===== config.mk =====
export PLATFORM = sky130hd
export DESIGN_NAME = pcle_down_timer_flat
export DESIGN_NICKNAME = d
export VERILOG_FILES = /design/src/rtl/pcle_pkg.sv /design/src/rtl/pcle_down_timer_if.sv /design/src/rtl/pcle_dec_step.sv /design/src/rtl/pcle_down_timer.sv /design/src/flat_wrapper.sv
export SDC_FILE = /design/constraint.sdc
export NUM_CORES = 1
export LEC_CHECK = 0
export BUFFER_PORTS_ARGS = -buffer_cell sky130_fd_sc_hd__buf_2
export CAP_MARGIN = 5
export CORE_MARGIN = 2
export CORE_UTILIZATION = 40
export DETAILED_ROUTE_END_ITERATION = 12
export PLACE_DENSITY_LB_ADDON = 0.2
export SLEW_MARGIN = 10
export SYNTH_ARGS = -nofsm -noshare
export SYNTH_HDL_FRONTEND = slang
export SYNTH_SLANG_ARGS = --single-unit
export TNS_END_PERCENT = 20

===== constraint.sdc =====
create_clock -name clk -period 3 [get_ports clk]
set_clock_uncertainty 0.2 [all_clocks]
set_input_delay 0.6 -clock clk [delete_from_list [all_inputs] [get_ports clk]]
set_output_delay 0.6 -clock clk [all_outputs]
set_load 0.05 [all_outputs]

===== src/rtl/pcle_pkg.sv =====
// Shared types and constants for the down timer.
package pcle_pkg;

    // Default counter/load width.
    localparam int unsigned PCLE_W = 8;

    typedef enum logic [1:0] {
        IDLE = 2'd0,
        RUN  = 2'd1,
        DONE = 2'd2
    } pcle_state_e;

endpackage


===== src/rtl/pcle_down_timer_if.sv =====
// Control/status bundle of the down timer; master drives controls, slave is the timer.
interface pcle_down_timer_if
    import pcle_pkg::*;
#(
    parameter int unsigned WIDTH = PCLE_W
) ();

    logic             load;
    logic [WIDTH-1:0] load_val;
    logic             cnt_en;
    logic             hold;
    logic             auto_reload;
    logic [WIDTH-1:0] count;
    logic             borrow;
    logic             expired;
    logic             busy;

    modport master (
        output load, load_val, cnt_en, hold, auto_reload,
        input  count, borrow, expired, busy
    );

    modport slave (
        input  load, load_val, cnt_en, hold, auto_reload,
        output count, borrow, expired, busy
    );

endinterface


===== src/rtl/pcle_dec_step.sv =====
// Combinational decrement-by-one with zero detect.
module pcle_dec_step #(
    parameter int unsigned WIDTH = 8
) (
    input  logic [WIDTH-1:0] value,
    output logic [WIDTH-1:0] dec,
    output logic             is_zero
);

    // Wraps at zero; the caller never selects dec when is_zero is set.
    assign dec     = value - WIDTH'(1);
    assign is_zero = (value == '0);

endmodule


===== src/rtl/pcle_down_timer.sv =====
// Loadable down timer with optional auto-reload and a one-cycle expiry pulse.
module pcle_down_timer
    import pcle_pkg::*;
#(
    parameter int unsigned WIDTH = PCLE_W
) (
    input logic               clk,
    input logic               rst_n,
    pcle_down_timer_if.slave  bus
);

    pcle_state_e      state_q, state_d;
    logic [WIDTH-1:0] count_q, count_d;
    logic [WIDTH-1:0] reload_q, reload_d;
    logic             expired_q, expired_d;

    logic [WIDTH-1:0] count_dec;
    logic             count_zero;
    logic             step;
    logic             borrow;

    pcle_dec_step #(
        .WIDTH (WIDTH)
    ) u_dec_step (
        .value   (count_q),
        .dec     (count_dec),
        .is_zero (count_zero)
    );

    assign step   = bus.cnt_en & ~bus.hold & ~bus.load & (state_q == RUN);
    assign borrow = step & count_zero;

    // Next-state: load beats everything, then terminal step, then plain decrement.
    always_comb begin
        state_d   = state_q;
        count_d   = count_q;
        reload_d  = reload_q;
        expired_d = 1'b0;
        if (bus.load) begin
            count_d  = bus.load_val;
            reload_d = bus.load_val;
            state_d  = RUN;
        end else if (borrow) begin
            expired_d = 1'b1;
            if (bus.auto_reload) begin
                count_d = reload_q;
            end else begin
                state_d = DONE;
            end
        end else if (step) begin
            count_d = count_dec;
        end
    end

    // State, counter, reload and expiry registers with synchronous reset.
    always_ff @(posedge clk) begin
        if (!rst_n) begin
            state_q   <= IDLE;
            count_q   <= '0;
            reload_q  <= '0;
            expired_q <= 1'b0;
        end else begin
            state_q   <= state_d;
            count_q   <= count_d;
            reload_q  <= reload_d;
            expired_q <= expired_d;
        end
    end

    assign bus.count   = count_q;
    assign bus.borrow  = borrow;
    assign bus.expired = expired_q;
    assign bus.busy    = (state_q == RUN);

endmodule


===== src/flat_wrapper.sv =====
// flat-port wrapper written by rule: the top's interface ports become plain ports
module pcle_down_timer_flat import pcle_pkg::*;
#(
    parameter int unsigned WIDTH = PCLE_W
)
  (clk, rst_n, bus_load, bus_load_val, bus_cnt_en, bus_hold, bus_auto_reload, bus_count, bus_borrow, bus_expired, bus_busy);
  pcle_down_timer_if #(.WIDTH(WIDTH)) bus_i ();
  input logic clk;
  input logic rst_n;
  input wire logic [$bits(bus_i.load)-1:0] bus_load;
  input wire logic [$bits(bus_i.load_val)-1:0] bus_load_val;
  input wire logic [$bits(bus_i.cnt_en)-1:0] bus_cnt_en;
  input wire logic [$bits(bus_i.hold)-1:0] bus_hold;
  input wire logic [$bits(bus_i.auto_reload)-1:0] bus_auto_reload;
  output wire logic [$bits(bus_i.count)-1:0] bus_count;
  output wire logic [$bits(bus_i.borrow)-1:0] bus_borrow;
  output wire logic [$bits(bus_i.expired)-1:0] bus_expired;
  output wire logic [$bits(bus_i.busy)-1:0] bus_busy;
  assign bus_i.load = bus_load;
  assign bus_i.load_val = bus_load_val;
  assign bus_i.cnt_en = bus_cnt_en;
  assign bus_i.hold = bus_hold;
  assign bus_i.auto_reload = bus_auto_reload;
  assign bus_count = bus_i.count;
  assign bus_borrow = bus_i.borrow;
  assign bus_expired = bus_i.expired;
  assign bus_busy = bus_i.busy;
  pcle_down_timer #(.WIDTH(WIDTH)) u_core (.clk(clk), .rst_n(rst_n), .bus(bus_i));
endmodule

==> metrics.md <==
| Metric | Value |
|---|---|
| Diodes inserted | `0` |
| Hold WC Path Type | `register to register` |
| Fin crit share | `0.9390` |
| FF+latch area | `380.4 um2` |
| Worst-path clk slew | `roughly 0.11 ns` |
| Synthesized area | `0.001075 mm2` |
| CTS buffer count | `3` |
| Final nets | `163` |
| GRT Residual Overflow | `0` |
| DRC | `0` |
| Synth cell count leaders | `dfxtp_1 (19), nand2_1 (11), nor2b_1 (8)` |
| Max-slew violation count | `0` |
| Detail Route Antenna Nets | `0` |
| Startpoint Class | `register` |
| Global-route wire length before repair | `4.457 mm` |
| Synth Flop Type | `dfxtp_1` |
| Layout cells sized above 1 | `0.2585` |
| Power per Cell Area | `about 460 mW/mm2` |
| Netlist cell types | `42` |
| Top-count cell post-synth | `dfxtp_1` |
| Crit path arrival time | `2.02 ns` |
| Syn Nets | `140` |
| P&R area growth vs syn | `15.83%` |
| P_leak | `about 0.55 nW` |
| Critical Path Fanout Max | `7` |
| Multi-input gate area | `640.6 um2` |
| MaxCap Viol Count | `0` |
| 1st-iter DRT viols | `17` |
| Fin. Hold Viols | `0` |
| Average size of a mapped cell | `between 8 and 9 um2` |
| Vias per inst | `around 5.6` |
| Top-level I/O count | `25` |
| Setup TNS | `0 ns` |
| CP required | `about 2.2 ns` |
| DR pass1 iterations | `4` |
| Post-CTS Repair Setup Buffers | `0` |
| RSZ-0062 raised after global routing | `no` |
| CORE AREA | `between 0.002 and 0.003 mm2` |
| IO buf count | `24` |
| Clk Latency, worst-skew pair | `0.30 ns` |
| H-tree Lvls | `1` |
| WL final | `2.569 mm` |
| Sequential area share after synthesis | `0.3539` |
| Synth top area share | `0.3539` |
| Fin util | `0.4936` |
| Peak supply drop | `roughly 220 uV` |
| DR WL/cell | `about 15 um` |
| Number of clock sinks | `19` |
| DIE AREA | `approximately 0.0031 mm2` |
| Flops & latches, synth | `19` |
| Ys Warns | `0` |
| Clock tree root driver cell | `clkbuf_4` |
| Inst Count DP | `173` |
| Chip Height | `~56 um` |
| Routability congestion estimate | `slightly below 0.8` |
| Starting Density | `0.4261` |
| Status | `finished clean` |
| Synth area leaders | `dfxtp_1 (35%), mux2i_1 (6.5%), nor2b_1 (4.7%), a22o_1 (4.1%), nand2_1 (3.8%)` |
| Slew headroom | `0.7507` |
| CTS tree | `built` |
| Number of flops mapped to enable cells by yosys | `0` |
| Die Width | `approximately 56 um` |
| Initial antenna violation count | `0` |
| Clock Path Buffers | `2` |
| Setup violations, final | `0` |
| Area leader, netlist | `dfxtp_1` |
| Fin cells | `about 180` |
| Row Count | `18` |
| Tmin final | `around 2.8 ns` |
| Worst-Margin Slew | `between 0.3 and 0.4 ns` |
| GRT Util Overall | `0.1770` |
| CP endpoint kind | `output port` |
| Post-Synthesis Cells | `~130` |
| Vias in the first global route | `between 900 and 1000` |
| Routed vias | `between 900 and 1000` |
| Ys async rst share | `0` |
| Hpwl dp | `1.915 mm` |
| Hold Slack | `between 0.2 and 0.3 ns` |
| FILL cells | `approximately 260` |
| Largest net degree at the start of global routing | `22` |
| Setup CP Type | `register to output port` |
| Fmax | `about 350 MHz` |
[worst max-delay path, cell delays in order, from the launching register on]
cell     delay, ns
dfxtp_1       0.36
inv_1         0.07
ha_2          0.25
or3b_4        0.44
or2_1         0.29
nor2_2        0.11
buf_4         0.20
[placed cells by master (no fill, tap or decap), types with 4 or more instances in the layout]
master     n
mux2i_1    7
a22o_1     5
inv_1      6
dfxtp_1   19
nand2_1   11
a21oi_1    5
o21ai_0    6
a21boi_0   4
nor2b_1    8
nor2_1     6
nand3_1    4
buf_2     23
[state kept, by name, summed over array words and instances (netlist names)]
register	cells
u_core.bus.count	8
u_core.bus.expired	1
u_core.reload_q	8
u_core.state_q	2
[per-layer routing]
| layer | GRT usage | part of all wire |
|---|---|---|
| met5 | 0 | 0 |
| met4 | 0.08163 | 0.015 |
| met3 | 0.03023 | 0.044 |
| met2 | 0.2891 | 0.48 |
| met1 | 0.2271 | 0.46 |
[path summary, 6_finish.rpt]
check | slack, ns | depth (start not counted) | startpoint | end
worst max register to register | 0.74 | 7 | u_core.bus.count[0]$_SDFFE_PN0P_ | u_core.bus.count[1]$_SDFFE_PN0P_
worst max-delay path | 0.18 | 6 | u_core.bus.count[0]$_SDFFE_PN0P_ | bus_borrow
worst min register to register | 0.28 | 2 | u_core.reload_q[3]$_SDFFE_PN0P_ | u_core.reload_q[3]$_SDFFE_PN0P_
worst min-delay path | 0.28 | 2 | u_core.reload_q[3]$_SDFFE_PN0P_ | u_core.reload_q[3]$_SDFFE_PN0P_
[through the flow]
step / setup slack [ns] / power [W] / instance area [um2]
2_1_floorplan: 0.06697 / 0.0004137 / 1077
3_3_place_gp: 0.3539 / 0.0004472 / 1211
3_5_place_dp: 0.2961 / 0.0004506 / 1211
4_1_cts: 0.02072 / 0.0005771 / 1240
5_1_grt: 0.07817 / 0.0006107 / 1245
6_report: 0.1831 / 0.0005766 / 1245
[cell type report]
class,count,share of cell area
multi-input cells,92,0.5146
clock buffers,4,0.02111
repair buffers,26,0.1106
inverters,6,0.01809
well taps,30,0.03015
flip-flops and latches,19,0.3055
[logic make-up after synthesis]
group	share of synthesized area
compound gates	0.2398
xor+xnor	0.01630
fa+ha+maj	0.01164
buf+inv	0.05703
flops	0.3539
mux	0.06519
simple gates	0.2561
[timing repair]
| action | 4_1_cts | 5_1_grt |
|---|---|---|
| hold buffers | 0 | 0 |
| setup endpoints to repair | 1 | 1 |
| gates resized for setup | 1 | 2 |
| cloned | 0 | 0 |
[power breakdown]
group	internal (W)	switching (W)
Sequential	0.000267	0.0000146
Clock	0.0000518	0.0000771
Combinational	0.0000613	0.000105
Power figures use the tool's default switching activity.
